## src/rtl/lpddr5_cmd_scheduler.sv

```systemverilog
// LPDDR5 command scheduler: turns single read/write requests into PRE/ACT/RD/WR sequences with
// per-bank open-row tracking and periodic all-bank refresh. Define LPDDR5_SCHED_CLOSED_PAGE_EN for closed-page policy.

package lpddr5_sched_pkg;
    typedef enum logic [2:0] {
        CMD_NOP = 3'd0,
        CMD_ACT = 3'd1,
        CMD_RD  = 3'd2,
        CMD_WR  = 3'd3,
        CMD_PRE = 3'd4,
        CMD_REF = 3'd5
    } dram_cmd_t;
endpackage

module lpddr5_cmd_scheduler
    import lpddr5_sched_pkg::*;
#(
    parameter int ADDR_WIDTH  = 32,
    parameter int BANK_BITS   = 3,
    parameter int ROW_LSB     = 10,
    parameter int REFI_CYCLES = 3900
) (
    input  logic                  clk,
    input  logic                  rst_n,
    input  logic                  req_valid,
    output logic                  req_ready,
    input  logic                  req_write,
    input  logic [ADDR_WIDTH-1:0] req_addr,
    output logic                  rsp_valid,
    output logic                  rsp_write,
    output dram_cmd_t             dram_cmd,
    output logic [ADDR_WIDTH-1:0] dram_addr,
    input  logic                  dram_ready
);

    localparam int NUM_BANKS = 1 << BANK_BITS;
    localparam int ROW_W     = ADDR_WIDTH - ROW_LSB;
    localparam int CNT_W     = (REFI_CYCLES > 1) ? $clog2(REFI_CYCLES) : 1;

    typedef enum logic [2:0] {
        S_IDLE,
        S_PRE,
        S_ACT,
        S_CAS,
        S_WAIT,
        S_RPRE,
        S_REF
    } state_t;

    state_t                  state_reg;
    state_t                  ret_reg;
    logic                    wait_first_reg;
    logic                    cas_pending_reg;
    logic                    wr_reg;
    logic [ADDR_WIDTH-1:0]   addr_reg;
    logic [NUM_BANKS-1:0]    bank_open_reg;
    logic [ROW_W-1:0]        row_tag_reg [NUM_BANKS];
    logic [CNT_W-1:0]        refi_cnt_reg;
    logic                    ref_pending_reg;

    logic [BANK_BITS-1:0]    req_bank;
    logic [ROW_W-1:0]        req_row;
    logic [BANK_BITS-1:0]    cur_bank;
    logic [ROW_W-1:0]        cur_row;
    logic [NUM_BANKS-1:0]    row_match;
    logic [BANK_BITS-1:0]    low_bank;
    logic [NUM_BANKS-1:0]    low_mask;
    logic                    any_open;
    logic                    ref_expire;
    logic                    ref_clr;
    logic                    ref_pending_next;

    assign req_bank = req_addr[ADDR_WIDTH-1 -: BANK_BITS];
    assign req_row  = req_addr[ADDR_WIDTH-1:ROW_LSB];
    assign cur_bank = addr_reg[ADDR_WIDTH-1 -: BANK_BITS];
    assign cur_row  = addr_reg[ADDR_WIDTH-1:ROW_LSB];
    assign any_open = |bank_open_reg;

    genvar gi;
    generate
        for (gi = 0; gi < NUM_BANKS; gi++) begin : g_bank
            assign row_match[gi] = bank_open_reg[gi] && (row_tag_reg[gi] == req_row);
        end
    endgenerate

    // Refresh drains open banks in ascending index order.
    always_comb begin
        low_bank = '0;
        for (int i = NUM_BANKS - 1; i >= 0; i--) begin
            if (bank_open_reg[i]) low_bank = BANK_BITS'(i);
        end
    end

    assign low_mask = NUM_BANKS'(1) << low_bank;

    // A coincident expiry wins over the REF clear so a refresh interval is never lost.
    assign ref_expire       = (refi_cnt_reg == '0);
    assign ref_clr          = (state_reg == S_REF);
    assign ref_pending_next = ref_expire || (ref_pending_reg && !ref_clr);

    always_ff @(posedge clk) begin
        if (!rst_n) begin
            state_reg       <= S_IDLE;
            ret_reg         <= S_IDLE;
            wait_first_reg  <= 1'b0;
            cas_pending_reg <= 1'b0;
            wr_reg          <= 1'b0;
            addr_reg        <= '0;
            bank_open_reg   <= '0;
            refi_cnt_reg    <= CNT_W'(REFI_CYCLES - 1);
            ref_pending_reg <= 1'b0;
            req_ready       <= 1'b0;
            rsp_valid       <= 1'b0;
            rsp_write       <= 1'b0;
            dram_cmd        <= CMD_NOP;
            dram_addr       <= '0;
        end else begin
            rsp_valid       <= 1'b0;
            ref_pending_reg <= ref_pending_next;
            refi_cnt_reg    <= ref_expire ? CNT_W'(REFI_CYCLES - 1) : refi_cnt_reg - 1'b1;

            case (state_reg)
                S_IDLE: begin
                    if (ref_pending_reg && dram_ready) begin
                        req_ready <= 1'b0;
                        state_reg <= any_open ? S_RPRE : S_REF;
                    end else if (req_valid && req_ready) begin
                        req_ready <= 1'b0;
                        wr_reg    <= req_write;
                        addr_reg  <= req_addr;
                        if (!bank_open_reg[req_bank])
                            state_reg <= S_ACT;
                        else if (row_match[req_bank])
                            state_reg <= S_CAS;
                        else
                            state_reg <= S_PRE;
                    end else begin
                        req_ready <= !ref_pending_next && dram_ready;
                    end
                end
                S_PRE: begin
                    dram_cmd                <= CMD_PRE;
                    dram_addr               <= {cur_bank, {(ADDR_WIDTH-BANK_BITS){1'b0}}};
                    bank_open_reg[cur_bank] <= 1'b0;
`ifdef LPDDR5_SCHED_CLOSED_PAGE_EN
                    ret_reg                 <= S_IDLE;
`else
                    ret_reg                 <= S_ACT;
`endif
                    wait_first_reg          <= 1'b1;
                    state_reg               <= S_WAIT;
                end
                S_ACT: begin
                    dram_cmd                <= CMD_ACT;
                    dram_addr               <= addr_reg;
                    bank_open_reg[cur_bank] <= 1'b1;
                    row_tag_reg[cur_bank]   <= cur_row;
                    ret_reg                 <= S_CAS;
                    wait_first_reg          <= 1'b1;
                    state_reg               <= S_WAIT;
                end
                S_CAS: begin
                    dram_cmd        <= wr_reg ? CMD_WR : CMD_RD;
                    dram_addr       <= addr_reg;
                    cas_pending_reg <= 1'b1;
`ifdef LPDDR5_SCHED_CLOSED_PAGE_EN
                    ret_reg         <= S_PRE;
`else
                    ret_reg         <= S_IDLE;
`endif
                    wait_first_reg  <= 1'b1;
                    state_reg       <= S_WAIT;
                end
                S_RPRE: begin
                    dram_cmd                <= CMD_PRE;
                    dram_addr               <= {low_bank, {(ADDR_WIDTH-BANK_BITS){1'b0}}};
                    bank_open_reg[low_bank] <= 1'b0;
                    ret_reg                 <= ((bank_open_reg & ~low_mask) != '0) ? S_RPRE : S_REF;
                    wait_first_reg          <= 1'b1;
                    state_reg               <= S_WAIT;
                end
                S_REF: begin
                    dram_cmd       <= CMD_REF;
                    dram_addr      <= '0;
                    ret_reg        <= S_IDLE;
                    wait_first_reg <= 1'b1;
                    state_reg      <= S_WAIT;
                end
                S_WAIT: begin
                    // The DRAM only sees the command during this first cycle, so its ready is stale here.
                    dram_cmd <= CMD_NOP;
                    if (wait_first_reg) begin
                        wait_first_reg <= 1'b0;
                    end else if (dram_ready) begin
                        state_reg <= ret_reg;
                        if (cas_pending_reg) begin
                            rsp_valid       <= 1'b1;
                            rsp_write       <= wr_reg;
                            cas_pending_reg <= 1'b0;
                        end
                        if (ret_reg == S_IDLE) req_ready <= !ref_pending_next;
                    end
                end
                default: begin
                    state_reg <= S_IDLE;
                    dram_cmd  <= CMD_NOP;
                end
            endcase
        end
    end

endmodule
```

## config.mk

```make
export PLATFORM = sky130hd
export DESIGN_NAME = lpddr5_cmd_scheduler
export DESIGN_NICKNAME = d
export VERILOG_FILES = /design/src/rtl/lpddr5_cmd_scheduler.sv
export SDC_FILE = /design/constraint.sdc
export NUM_CORES = 1
export LEC_CHECK = 0
export CAP_MARGIN = 10
export CORE_MARGIN = 4
export CORE_UTILIZATION = 45
export CTS_CLUSTER_SIZE = 24
export DETAILED_ROUTE_END_ITERATION = 16
export PLACE_DENSITY = 0.72
export SLEW_MARGIN = 15
export SYNTH_ARGS = -nofsm -noshare
export SYNTH_HDL_FRONTEND = slang
export SYNTH_SLANG_ARGS = --single-unit
```

## constraint.sdc

```tcl
create_clock -name clk -period 7.6 [get_ports clk]
set_input_delay 2.28 -clock clk [delete_from_list [all_inputs] [get_ports clk]]
set_output_delay 2.28 -clock clk [all_outputs]
set_load 0.05 [all_outputs]
```

Word-level counts from Yosys, hierarchy flattened. Memories as Yosys holds them, arrays and structs flattened. Index checks and enable logic that the tools add are counted.

Order comparisons: 5. Div/mod/pow operators: 0. Reductions and logical operators: 39. Eq/ne operators: 18. Mux-type cells: 44. Bitwise logic cells: 12. Multipliers: 0. Add/sub/neg operators: 1. Shift operators: 1.

Operators with widths (count): 22-bit == test (8); 32-bit case mux with 4 select lines (1); 3-bit 2-to-1 mux (12); 8-bit bitwise AND (3); 8-bit NOT (3); 8-bit case mux with 3 select lines (1); 1-bit 2-to-1 mux (16); 3-bit case mux with 5 select lines (1); 1-bit logical AND (14); 12-bit zero test (1); 3-bit by 4-bit less-than comparator with 1-bit output, second input constant (3); 3-bit case mux with 4 select lines (1); 12-bit by 1-bit subtractor with 12-bit output, second input constant (1); 3-bit == test, second input constant (3); 3-bit case mux with 3 select lines (1); 3-bit AND reduction (3); 2-bit 2-to-1 mux (4); 8-bit bitwise OR (1); 4-bit AND reduction (2); 4-bit nonzero test (2); 8-bit nonzero test (1); 2-bit OR reduction (4); 8-bit OR reduction (1); 1-bit by 3-bit << shifter with 8-bit output, first input constant (1); other kinds (16) (32).

RAM bits: 176. ROM bits: 0. Word-level logic and storage cells: 135. Bits in latches: 0. Bits in registers: 100. Bits of input ports: 37. Output and inout bits: 38. Memories: 1.

Memory list: row_tag_reg (words 8, width 22, rd ports 8, clocked after memory_dff 0, write ports 1, line 57) `logic [ROW_W-1:0] row_tag_reg [NUM_BANKS];`.

Longest topological paths before layout. Gate-level depths: netlist of the first run.

Depth after elaboration: 15. Depth in mapped cells: 8. Depth with buffers taken out: 7.

Least setup slack after synthesis of the first run. No wires, ideal clock.

Path type: input-to-reg. Start: input port rst_n. End: memory row_tag_reg[0][0] (netlist name) (enable). Slack: 2.899 ns. Setup time: 0.431 ns. Stages: 3. Path buffers: 1. Arrival time: 4.270 ns. Path through: clkbuf_1 nand3_1 nor3_1.

Word-level cells in the longest chain between the ends: 2.

Ends and longest elaborated chain: start: declaration (line 24) `input logic rst_n,`; 1-bit 2-to-1 mux (line 102) `if (!rst_n) begin`; 1-bit 2-to-1 mux (implied by the code) (line 157) `row_tag_reg[cur_bank] <= cur_row;`; end: declaration (line 57).

No other way between the ends.

Worst setup path in the final report of the first run.
Start: input port rst_n. End: memory row_tag_reg[2][3] (netlist name) (enable).

The elaborated chain is that of the path after synthesis.

==> impl_table.tex, run 1 <==
\begin{tabular}{lr}
\hline
Metric & Value \\
\hline
\multicolumn{2}{l}{\textbf{Critical path}} \\
Peak fanout along the critical path & 22 \\
Ordered list of cells on the worst path & clkdlybuf4s50\_1 > nand3\_1 > nor2\_2 \\
Family with the most delay on the worst path & simple AND/OR/NAND/NOR gates \\
Highest cell delay on the worst timing path & 0.96 ns \\
CP endpoint kind & register \\
Startpoint type of the worst setup path & input pin \\
Worst reg2reg setup slack & around 4.5 ns \\
Worst reg2reg path depth & 6 \\
Kind of critical path & input pin to register \\
Cell with the largest stage delay on the worst path & sky130\_fd\_sc\_hd\_\_nor2\_2 \\
Crit path launch & rst\_n \\
Critical path data required time & 7.75 ns \\
Worst reg2reg startpoint & state\_reg[2]\$\_SDFFE\_PN0P\_ \\
Destination of the worst register-to-register timing path & row\_tag\_reg[5][5]\$\_DFFE\_PP\_ \\
Crit path DAT & between 4 and 5 ns \\
Worst path buffer plus inverter count & 1 \\
\multicolumn{2}{l}{\textbf{Min path}} \\
Hold crit path type & register to register \\
Hold Path End & refi\_cnt\_reg[0]\$\_SDFF\_PP1\_ \\
Startpoint of the worst hold path & refi\_cnt\_reg[0]\$\_SDFF\_PP1\_ \\
Hold path depth & 1 \\
\multicolumn{2}{l}{\textbf{Synthesis}} \\
Async set-reset flop share out of synthesis & 0\% \\
Mapped Cells & 943 \\
Post-Syn Area & $\sim$11000 um2 \\
Yosys warns & 0 \\
Number of synthesized register bits & 276 \\
Post-Syn Nets & 981 \\
Share of synthesized area occupied by flip-flops and latches & 64.1\% \\
Number of distinct library cell variants in the gate-level netlist after synthesis & 48 \\
Average cell area after synthesis & 12.0 um2 \\
Post-synth EDFFs & 176 \\
Predominant post-synthesis flop cell & sky130\_fd\_sc\_hd\_\_edfxtp\_1 \\
\multicolumn{2}{l}{\textbf{Final layout}} \\
Most used cells in the layout excluding fill and tap cells & sky130\_fd\_sc\_hd\_\_edfxtp\_1, sky130\_fd\_sc\_hd\_\_nand2\_1, sky130\_fd\_sc\_hd\_\_dfxtp\_1 \\
Multi-input gate area in the final layout & 3820 um2 \\
Total Nets Final & 1034 \\
Share of layout cells above drive strength 1 & roughly 7.5\% \\
Layout fillers & 2068 \\
Non-Filler Instances & 1341 \\
Flip-flop count of the largest register after layout & 176 \\
Area grow syn2layout & 16.8\% \\
Most frequent standard cell in the layout excluding fill and tap cells & sky130\_fd\_sc\_hd\_\_edfxtp\_1 \\
Antenna Diode Count & 0 \\
Sequential cell area & 7290 um2 \\
\multicolumn{2}{l}{\textbf{Placed design}} \\
Setup WS pre-CTS & roughly 2.7 ns \\
HPWL Detailed & 18100 um \\
Number of input and output port buffers inserted & 74 \\
Final RePlAce weighted congestion & 0.845 \\
Placed Instances & 1291 \\
\multicolumn{2}{l}{\textbf{Global routing}} \\
Global-route congestion overflow total & 0 \\
Via count of the first global-routing pass & 7355 \\
Number of antenna violations at the first check in global routing & 0 \\
Maximum number of pins on one net before global-route repair & 52 \\
Global-route wire length before repair & 44400 um \\
GR Util All Layers & $\sim$20\% \\
\multicolumn{2}{l}{\textbf{Floorplanning}} \\
Die area & 27800 um2 \\
Number of standard-cell rows in the floorplan & 57 \\
Placeable core region & around 25000 um2 \\
DIE HEIGHT & 167 um \\
Number of top-level pins & between 70 and 80 \\
Initial Util & 46.2\% \\
Horiz. Die Dim & 167 um \\
\multicolumn{2}{l}{\textbf{Clock network}} \\
Clock insertion delay at the later pin of the skew report & 0.54 ns \\
CTS tree & yes \\
Number of levels the H-tree was split into & 1 \\
Clock-pin transition on the worst setup and hold timing paths & 0.06 ns \\
CTS root buffer & sky130\_fd\_sc\_hd\_\_clkbuf\_16 \\
Quantity of hold-fixing buffers added after cts & 0 \\
Cts bufs inserted & 27 \\
CTS Sinks & 276 \\
Total of cells resized after clock tree synthesis & 0 \\
Post-CTS repair timing setup buffer count & 0 \\
Maximum count of clock buffers along a single path & 3 \\
\multicolumn{2}{l}{\textbf{Drt}} \\
Wire per inst & 21.7 um \\
Overall routed net length & 29100 um \\
DRC Markers & 0 \\
Vias & 7596 \\
First-pass DRT Iterations & 5 \\
DRC marker count from the first detailed-route iteration & 724 \\
Vias per cell & 5.66 \\
Count of nets left with antenna violations after detail routing & 0 \\
\multicolumn{2}{l}{\textbf{Timing}} \\
Final Skew & 0.0105 ns \\
Number of pins with negative max-slew slack in the final report & 0 \\
Number of failing hold endpoints at the final stage & 0 \\
RSZ-0062 raised after global routing & no \\
Final worst-path setup slack & 3.15 ns \\
Slew at the pin closest to its max-slew limit & 1.14 ns \\
Sum Neg Setup Slack & 0 ns \\
Share of the clock period used by the worst path & about three fifths \\
FMAX & 225 MHz \\
Final-report setup violation count & 0 \\
Tmin final & 4.45 ns \\
Headroom to the max-slew limit & 23.7\% \\
\multicolumn{2}{l}{\textbf{Pwr}} \\
Cell area power density & 247 nW/um2 \\
Leak Pwr & between 0.004 and 0.005 uW \\
Worst-case vdd ir drop & approximately 0.17 mV \\
Total Power & 3280 uW \\
\multicolumn{2}{l}{\textbf{Run}} \\
Maximum Capacitance Violations & 0 \\
\multicolumn{2}{l}{\textbf{Outcome}} \\
Result of the run & finished, final reports clean \\
\hline
\end{tabular}
-- worst max-delay path by stage --
| stage | end | slack [ns] | cells after the start |
|---|---|---|---|
| 2_1_floorplan | row_tag_reg[0][0]$_DFFE_PP_ | 2.90 | 3 |
| 3_3_place_gp | row_tag_reg[2][13]$_DFFE_PP_ | 2.69 | 3 |
| 3_5_place_dp | row_tag_reg[2][17]$_DFFE_PP_ | 2.69 | 3 |
| 4_1_cts | row_tag_reg[2][14]$_DFFE_PP_ | 3.20 | 3 |
| 5_1_grt | row_tag_reg[4][7]$_DFFE_PP_ | 3.05 | 3 |
| 6_report | row_tag_reg[2][3]$_DFFE_PP_ | 3.15 | 3 |
-- cell families (layout without fill, tap and decap cells) --
logic type / after synthesis / after routing / synth area share [%]
DFF: 276 / 276 / 64.1
buffers and inverters: 68 / 142 / 2.56
xor gates and xnor gates: 173 / 173 / 13.3
and+or+nand+nor: 273 / 273 / 11.2
adders and majority gates: 1 / 1 / 0.110
muxes: 4 / 4 / 0.584
AOI/OAI and AO/OA: 148 / 148 / 8.05
-- power by group --
| part | switching (uW) | total (uW) | internal (uW) |
|---|---|---|---|
| Sequential | 47.0 | 1670 | 1620 |
| Clock | 566 | 1370 | 805 |
| Combinational | 157 | 245 | 87.7 |
-- synth_stat cells, drive strengths merged (27+ instances only) --
master	n	area share, %
edfxtp	176	47
nor2	68	2.2
nand4	31	1.7
xnor2	95	7.3
xor2	78	6.0
a21oi	59	2.6
dfxtp	100	18
nor4	27	1.5
a22oi	31	2.0
clkbuf	36	1.2
nand2	104	3.4
o21ai	27	1.2
-- per-stage QoR --
step	area (um2)	util [%]	hold WS, ns
global placement	12300	50.2	0.377
finish	13300	53.9	0.395
floorplan	11400	-	0.367
global route	13300	53.9	0.417
CTS	13300	53.9	0.401
detailed placement	12300	50.2	0.386
-- worst register-to-register path, stage by stage (launching register included) --
cell	delay [ns]
sky130_fd_sc_hd__dfxtp_1	0.30
sky130_fd_sc_hd__buf_4	0.21
sky130_fd_sc_hd__inv_1	0.40
sky130_fd_sc_hd__nand2_1	0.25
sky130_fd_sc_hd__nor2_1	0.32
sky130_fd_sc_hd__nand2_1	0.24
sky130_fd_sc_hd__nor2_2	0.96
-- layout make-up --
cell class / instances / area share [%]
Sequential cell: 276 / 54.9
Clock inverter: 14 / 1.16
Timing Repair Buffer: 83 / 6.09
Tap cell: 324 / 3.06
Inverter: 9 / 0.255
Multi-Input combinational cell: 599 / 28.8
Clock buffer: 36 / 5.72
-- metal layers --
metal	part of all wire (%)	global-route usage, %	up-vias
met3	9.0	3.18	46
met2	46	33.0	352
met5	0	0	-
met4	2.0	4.59	0
li1	-	-	3469
met1	43	29.4	3729
Power figures use the tool's default switching activity.
==> run 2: changes to the inputs <==
Clock period 7.6 ns to 4.15 ns, I/O delays scaled along.
==> impl_table.tex, run 2 (same netlist as run 1, synthesis figures left out) <==
\begin{tabular}{lr}
\hline
Metric & Value \\
\hline
\multicolumn{2}{l}{\textbf{Critical path}} \\
Kind of critical path & input pin to register (unchanged) \\
Startpoint type of the worst setup path & input pin (unchanged) \\
Peak fanout along the critical path & 11 (was 22) \\
Cell with the largest stage delay on the worst path & sky130\_fd\_sc\_hd\_\_clkdlybuf4s50\_1 (was sky130\_fd\_sc\_hd\_\_nor2\_2) \\
Critical path data required time & 4.61 ns (was 7.75 ns) \\
Worst reg2reg setup slack & 1.79 ns (was 4.52 ns) \\
Crit path DAT & 3.78 ns (was 4.60 ns) \\
Worst reg2reg path depth & 5 (was 6) \\
Family with the most delay on the worst path & buffers and inverters (was simple AND/OR/NAND/NOR gates) \\
Worst path buffer plus inverter count & 2 (was 1) \\
Ordered list of cells on the worst path & clkdlybuf4s50\_1 > buf\_4 > xor2\_1 > nor4\_1 > nand3\_1 > o22ai\_1 > o21ai\_0 > a21oi\_1 (was clkdlybuf4s50\_1 > nand3\_1 > nor2\_2) \\
Destination of the worst register-to-register timing path & row\_tag\_reg[3][21]\$\_DFFE\_PP\_ (was row\_tag\_reg[5][5]\$\_DFFE\_PP\_) \\
CP endpoint kind & register (unchanged) \\
Worst reg2reg startpoint & addr\_reg[29]\$\_SDFFE\_PN0P\_ (was state\_reg[2]\$\_SDFFE\_PN0P\_) \\
Highest cell delay on the worst timing path & 0.80 ns (was 0.96 ns) \\
\multicolumn{2}{l}{\textbf{Pwr}} \\
Flop pwr share & 48.8\% (was 50.8\%) \\
Switching power & 1420 uW (was 770 uW) \\
Power share of the combinational group & 7.5\% (about the same) \\
Internal power of the cells & 4810 uW (was 2510 uW) \\
Cell area power density & 460 nW/um2 (was 247 nW/um2) \\
Fraction of power spent switching nets & 22.8\% (was 23.5\%) \\
Clock Power Share & 43.7\% (was 41.8\%) \\
Worst-case vdd ir drop & 0.357 mV (was 0.173 mV) \\
Leak Pwr & 0.00430 uW (was 0.00413 uW) \\
\multicolumn{2}{l}{\textbf{Clock network}} \\
Clock insertion delay at the later pin of the skew report & 0.54 ns (about the same) \\
Clock-pin transition on the worst setup and hold timing paths & 0.06 ns (about the same) \\
Total of cells resized after clock tree synthesis & 0 (unchanged) \\
Cts bufs inserted & 28 (was 27) \\
Quantity of hold-fixing buffers added after cts & 0 (unchanged) \\
CTS tree & yes (unchanged) \\
Number of levels the H-tree was split into & 1 (unchanged) \\
Post-CTS repair timing setup buffer count & 0 (unchanged) \\
Maximum count of clock buffers along a single path & 3 (unchanged) \\
CTS root buffer & sky130\_fd\_sc\_hd\_\_clkbuf\_16 (unchanged) \\
CTS Sinks & 276 (unchanged) \\
\multicolumn{2}{l}{\textbf{Final layout}} \\
Share of layout cells above drive strength 1 & 9.99\% (was 7.47\%) \\
Multi-input gate area in the final layout & 3810 um2 (was 3820 um2) \\
Area grow syn2layout & 19.1\% (was 16.8\%) \\
Flip-flop count of the largest register after layout & 176 (unchanged) \\
Most used cells in the layout excluding fill and tap cells & sky130\_fd\_sc\_hd\_\_edfxtp\_1, sky130\_fd\_sc\_hd\_\_nand2\_1, sky130\_fd\_sc\_hd\_\_dfxtp\_1 (unchanged) \\
Most frequent standard cell in the layout excluding fill and tap cells & sky130\_fd\_sc\_hd\_\_edfxtp\_1 (unchanged) \\
Total Nets Final & 1057 (was 1034) \\
Layout fillers & 2052 (was 2068) \\
Non-Filler Instances & 1365 (was 1341) \\
Sequential cell area & 7290 um2 (unchanged) \\
Final Util & 55.0\% (was 53.9\%) \\
Antenna Diode Count & 0 (unchanged) \\
\multicolumn{2}{l}{\textbf{Timing}} \\
Final worst-path setup slack & 0.827 ns (was 3.15 ns) \\
Final-report setup violation count & 0 (unchanged) \\
RSZ-0062 raised after global routing & no (unchanged) \\
Sum Neg Setup Slack & 0 ns (unchanged) \\
Slew at the pin closest to its max-slew limit & 0.988 ns (was 1.14 ns) \\
Number of failing hold endpoints at the final stage & 0 (unchanged) \\
Final Skew & 0.0130 ns (was 0.0105 ns) \\
Share of the clock period used by the worst path & 80.1\% \\
Tmin final & 3.32 ns \\
Headroom to the max-slew limit & 34.2\% (was 23.7\%) \\
FMAX & 301 MHz \\
Number of pins with negative max-slew slack in the final report & 0 (unchanged) \\
\multicolumn{2}{l}{\textbf{Outcome}} \\
Result of the run & finished, final reports clean (unchanged) \\
\multicolumn{2}{l}{\textbf{Floorplanning}} \\
DIE HEIGHT & 167 um (unchanged) \\
Horiz. Die Dim & 167 um (unchanged) \\
Number of top-level pins & 75 (unchanged) \\
Initial Util & 46.2\% (unchanged) \\
Number of standard-cell rows in the floorplan & 57 (unchanged) \\
Die area & 27800 um2 (unchanged) \\
Placeable core region & 24600 um2 (unchanged) \\
\multicolumn{2}{l}{\textbf{Drt}} \\
Wire per inst & 21.7 um (about the same) \\
Overall routed net length & 29700 um (was 29100 um) \\
Vias & 7726 (was 7596) \\
DRC marker count from the first detailed-route iteration & 823 (was 724) \\
First-pass DRT Iterations & 5 (unchanged) \\
Vias per cell & 5.66 (about the same) \\
DRC Markers & 0 (unchanged) \\
Count of nets left with antenna violations after detail routing & 0 (unchanged) \\
\multicolumn{2}{l}{\textbf{Global routing}} \\
GR Util All Layers & 20.8\% (was 20.4\%) \\
Via count of the first global-routing pass & 7409 (was 7355) \\
Number of antenna violations at the first check in global routing & 1 (was 0) \\
Maximum number of pins on one net before global-route repair & 64 (was 52) \\
Global-route wire length before repair & 45400 um (was 44400 um) \\
Global-route congestion overflow total & 0 (unchanged) \\
\multicolumn{2}{l}{\textbf{Placed design}} \\
HPWL Detailed & 19700 um (was 18100 um) \\
Final RePlAce weighted congestion & 0.946 (was 0.845) \\
Number of input and output port buffers inserted & 74 (unchanged) \\
Placed Instances & 1313 (was 1291) \\
Setup WS pre-CTS & 0.389 ns (was 2.69 ns) \\
\multicolumn{2}{l}{\textbf{Min path}} \\
Hold crit path type & register to register (unchanged) \\
Hold Path End & refi\_cnt\_reg[0]\$\_SDFF\_PP1\_ (unchanged) \\
Startpoint of the worst hold path & refi\_cnt\_reg[0]\$\_SDFF\_PP1\_ (unchanged) \\
Hold path depth & 1 (unchanged) \\
\multicolumn{2}{l}{\textbf{Run}} \\
Maximum Capacitance Violations & 0 (unchanged) \\
\hline
\end{tabular}
## run 2: cell types whose count changed in the layout (fill, tap and decap cells not counted), moves of 2 or more
cell                        delta
sky130_fd_sc_hd__buf_4        +21
sky130_fd_sc_hd__clkinv_1      -3
sky130_fd_sc_hd__bufinv_16     +2
sky130_fd_sc_hd__clkbuf_16     +2
sky130_fd_sc_hd__clkbuf_4      +2
## run 2: worst max-delay path by stage
stage                       from                          end  slack [ns]  depth (start not counted)
floorplan                  rst_n  row_tag_reg[0][0]$_DFFE_PP_        0.48                          3
global placement    req_addr[28]    state_reg[1]$_SDFFE_PN0P_        0.39                          7
detailed placement  req_addr[30]    state_reg[1]$_SDFFE_PN0P_        0.39                          8
CTS                 req_addr[30]    state_reg[1]$_SDFFE_PN0P_        0.93                          8
global route        req_addr[28]    state_reg[1]$_SDFFE_PN0P_        0.68                          7
finish              req_addr[30]    state_reg[1]$_SDFFE_PN0P_        0.83                          8
## run 2: layout make-up
cell class,count,area share (%)
multi-input cells,599,28.2
inverters,9,0.250
clock buffers,39,6.00
clock inverters,13,1.44
flip-flops and latches,276,53.8
well taps,324,3.00
repair buffers,105,7.28
## run 2: routing by layer
layer / up-vias / global-route usage, % / wire [um]
met1: 3744 / 30.6 / 12800
li1: 3513 / - / -
met3: 53 / 5.17 / 2980
met2: 416 / 31.4 / 13100
met4: 0 / 4.91 / 718
met5: - / 0 / 0
## run 2: power groups by stage
stage / sequential, uW / combinational, uW / clock [uW]
3_3_place_gp: 3100 / 457 / 0
6_report: 3040 / 467 / 2720
5_1_grt: 3050 / 505 / 2860
4_1_cts: 3040 / 465 / 2730
3_5_place_dp: 3100 / 461 / 0
2_1_floorplan: 3090 / 286 / 0
## run 2: metrics by stage
step	cell area, um2	hold slack, ns	total power, uW
after floorplan	11400	0.367	3370
after global placement	12500	0.379	3560
after detailed placement	12500	0.385	3560
after CTS	13500	0.399	6240
after global routing	13500	0.421	6410
final	13500	0.401	6230
==> run 3: changes to the inputs <==
Settings changed: PLACE_DENSITY 0.72 to 0.75.
Clock period 4.15 ns to 2.76 ns, I/O delays scaled along.
==> impl_table.tex, run 3 (same netlist as run 1, synthesis figures left out) <==
\begin{tabular}{lr}
\hline
Metric & Value \\
\hline
\multicolumn{2}{l}{\textbf{Timing}} \\
Number of failing hold endpoints at the final stage & 0 (unchanged) \\
Final Skew & 0.0128 ns (was 0.0130 ns) \\
Tmin final & 2.70 ns \\
Share of the clock period used by the worst path & 97.8\% \\
Slew at the pin closest to its max-slew limit & 0.665 ns (was 0.988 ns) \\
Headroom to the max-slew limit & 55.3\% (was 34.2\%) \\
Final worst-path setup slack & 0.0597 ns (was 0.827 ns) \\
RSZ-0062 raised after global routing & no (unchanged) \\
Number of pins with negative max-slew slack in the final report & 0 (unchanged) \\
FMAX & 370 MHz \\
Final-report setup violation count & 0 (unchanged) \\
\multicolumn{2}{l}{\textbf{Pwr}} \\
Power share of the combinational group & 8.9\% (was 7.5\%) \\
Clock Power Share & 40.1\% (was 43.7\%) \\
Internal power of the cells & 6830 uW (was 4810 uW) \\
Flop pwr share & 51.1\% (was 48.8\%) \\
Leak Pwr & 0.00453 uW (was 0.00430 uW) \\
Switching power & 2130 uW (was 1420 uW) \\
Cell area power density & 639 nW/um2 (was 460 nW/um2) \\
Fraction of power spent switching nets & 23.7\% (was 22.8\%) \\
Worst-case vdd ir drop & 0.519 mV (was 0.357 mV) \\
Total Power & 8960 uW (was 6230 uW) \\
\multicolumn{2}{l}{\textbf{Global routing}} \\
Number of antenna violations at the first check in global routing & 2 (was 1) \\
Global-route wire length before repair & 46600 um (was 45400 um) \\
Maximum number of pins on one net before global-route repair & 33 (was 64) \\
Via count of the first global-routing pass & 7772 (was 7409) \\
Global-route congestion overflow total & 0 (unchanged) \\
GR Util All Layers & 21.4\% (was 20.8\%) \\
\multicolumn{2}{l}{\textbf{Floorplanning}} \\
Die area & 27800 um2 (unchanged) \\
Placeable core region & 24600 um2 (unchanged) \\
Number of standard-cell rows in the floorplan & 57 (unchanged) \\
Initial Util & 46.2\% (unchanged) \\
Horiz. Die Dim & 167 um (unchanged) \\
DIE HEIGHT & 167 um (unchanged) \\
Number of top-level pins & 75 (unchanged) \\
\multicolumn{2}{l}{\textbf{Final layout}} \\
Area grow syn2layout & 23.5\% (was 19.1\%) \\
Final Util & 57.0\% (was 55.0\%) \\
Share of layout cells above drive strength 1 & 13.1\% (was 9.99\%) \\
Flip-flop count of the largest register after layout & 176 (unchanged) \\
Finished layout cell area & 14000 um2 (was 13500 um2) \\
Total Nets Final & 1105 (was 1057) \\
Most used cells in the layout excluding fill and tap cells & sky130\_fd\_sc\_hd\_\_edfxtp\_1, sky130\_fd\_sc\_hd\_\_nand2\_1, sky130\_fd\_sc\_hd\_\_dfxtp\_1 (unchanged) \\
Layout fillers & 1950 (was 2052) \\
Sequential cell area & 7290 um2 (unchanged) \\
Antenna Diode Count & 0 (unchanged) \\
Multi-input gate area in the final layout & 3830 um2 (was 3810 um2) \\
Most frequent standard cell in the layout excluding fill and tap cells & sky130\_fd\_sc\_hd\_\_edfxtp\_1 (unchanged) \\
\multicolumn{2}{l}{\textbf{Drt}} \\
Vias & 8003 (was 7726) \\
Wire per inst & 21.4 um (was 21.7 um) \\
Overall routed net length & 30300 um (was 29700 um) \\
Vias per cell & 5.66 (about the same) \\
First-pass DRT Iterations & 6 (was 5) \\
DRC marker count from the first detailed-route iteration & 965 (was 823) \\
DRC Markers & 0 (unchanged) \\
Count of nets left with antenna violations after detail routing & 0 (unchanged) \\
\multicolumn{2}{l}{\textbf{Critical path}} \\
Startpoint type of the worst setup path & input pin (unchanged) \\
Cell with the largest stage delay on the worst path & sky130\_fd\_sc\_hd\_\_nor4\_1 (was sky130\_fd\_sc\_hd\_\_clkdlybuf4s50\_1) \\
Critical path data required time & 3.23 ns (was 4.61 ns) \\
Crit path launch & req\_addr[25] (was req\_addr[30]) \\
Worst reg2reg startpoint & state\_reg[1]\$\_SDFFE\_PN0P\_ (was addr\_reg[29]\$\_SDFFE\_PN0P\_) \\
Worst reg2reg setup slack & 0.51 ns (was 1.79 ns) \\
Peak fanout along the critical path & 6 (was 11) \\
Worst reg2reg path depth & 5 (unchanged) \\
Kind of critical path & input pin to register (unchanged) \\
CP endpoint kind & register (unchanged) \\
Ordered list of cells on the worst path & clkdlybuf4s50\_1 > buf\_4 > xor2\_1 > nor4\_1 > nand4\_1 > o311ai\_0 > o21ai\_0 > a21oi\_1 (was clkdlybuf4s50\_1 > buf\_4 > xor2\_1 > nor4\_1 > nand3\_1 > o22ai\_1 > o21ai\_0 > a21oi\_1) \\
Destination of the worst register-to-register timing path & row\_tag\_reg[0][12]\$\_DFFE\_PP\_ (was row\_tag\_reg[3][21]\$\_DFFE\_PP\_) \\
Highest cell delay on the worst timing path & 0.60 ns (was 0.80 ns) \\
Crit path DAT & 3.17 ns (was 3.78 ns) \\
\multicolumn{2}{l}{\textbf{Placed design}} \\
Placed inst area & 13200 um2 (was 12500 um2) \\
Number of input and output port buffers inserted & 74 (unchanged) \\
Final RePlAce weighted congestion & 0.932 (was 0.946) \\
Setup WS pre-CTS & -0.384 ns (was 0.389 ns) \\
HPWL Detailed & 20500 um (was 19700 um) \\
\multicolumn{2}{l}{\textbf{Clock network}} \\
Number of levels the H-tree was split into & 1 (unchanged) \\
Total of cells resized after clock tree synthesis & 0 (unchanged) \\
Quantity of hold-fixing buffers added after cts & 0 (unchanged) \\
CTS Sinks & 276 (unchanged) \\
Clock insertion delay at the later pin of the skew report & 0.54 ns (about the same) \\
Cts bufs inserted & 28 (unchanged) \\
Maximum count of clock buffers along a single path & 3 (unchanged) \\
CTS root buffer & sky130\_fd\_sc\_hd\_\_clkbuf\_16 (unchanged) \\
CTS tree & yes (unchanged) \\
Clock-pin transition on the worst setup and hold timing paths & 0.06 ns (about the same) \\
Post-CTS repair timing setup buffer count & 0 (unchanged) \\
\multicolumn{2}{l}{\textbf{Run}} \\
Maximum Capacitance Violations & 0 (unchanged) \\
\multicolumn{2}{l}{\textbf{Min path}} \\
Hold path depth & 1 (unchanged) \\
Startpoint of the worst hold path & refi\_cnt\_reg[0]\$\_SDFF\_PP1\_ (unchanged) \\
Hold crit path type & register to register (unchanged) \\
Hold Path End & refi\_cnt\_reg[0]\$\_SDFF\_PP1\_ (unchanged) \\
\multicolumn{2}{l}{\textbf{Outcome}} \\
Result of the run & finished, final reports clean (unchanged) \\
\hline
\end{tabular}
run 3: cell type report:
| type | instances | share of cell area, % |
|---|---|---|
| sequential | 276 | 51.9 |
| inverter | 9 | 0.241 |
| tap | 324 | 2.89 |
| clock inverter | 8 | 0.348 |
| timing repair buffer | 153 | 11.5 |
| clock buffer | 44 | 5.86 |
| multi-input combinational | 599 | 27.3 |
run 3: worst max-delay path by stage:
stage                                   to
2_1_floorplan  row_tag_reg[6][0]$_DFFE_PP_
3_3_place_gp     state_reg[1]$_SDFFE_PN0P_
3_5_place_dp     state_reg[1]$_SDFFE_PN0P_
4_1_cts          state_reg[1]$_SDFFE_PN0P_
5_1_grt          state_reg[1]$_SDFFE_PN0P_
6_report         state_reg[1]$_SDFFE_PN0P_
run 3: critical path: cells and delay by family:
kind	cells	cell delay [ns]
buf+inv	2	0.62
compound gates	3	0.72
simple gates	2	0.83
xor+xnor	1	0.17
run 3: through the flow:
step                      setup TNS [ns]  instances  hold WS (ns)
after global placement            -0.378       1361         0.378
after global routing                   0       1413         0.440
after detailed placement          -0.420       1361         0.392
after floorplan                        0        943         0.367
final                                  0       1413         0.406
after CTS                              0       1413         0.406
run 3: power groups by stage:
stage / registers [uW] / logic, uW / clock network (uW)
floorplan: 4640 / 430 / 0
global placement: 4660 / 777 / 0
detailed placement: 4660 / 786 / 0
CTS: 4580 / 793 / 3620
global route: 4590 / 851 / 3820
finish: 4580 / 795 / 3590
run 3: routing by layer:
layer	track usage, %	up-vias	share of wire (%)
met5	0	-	0
met4	6.05	0	2.5
met3	3.51	57	10
met2	33.7	451	46
met1	30.8	3878	41
li1	-	3617	-
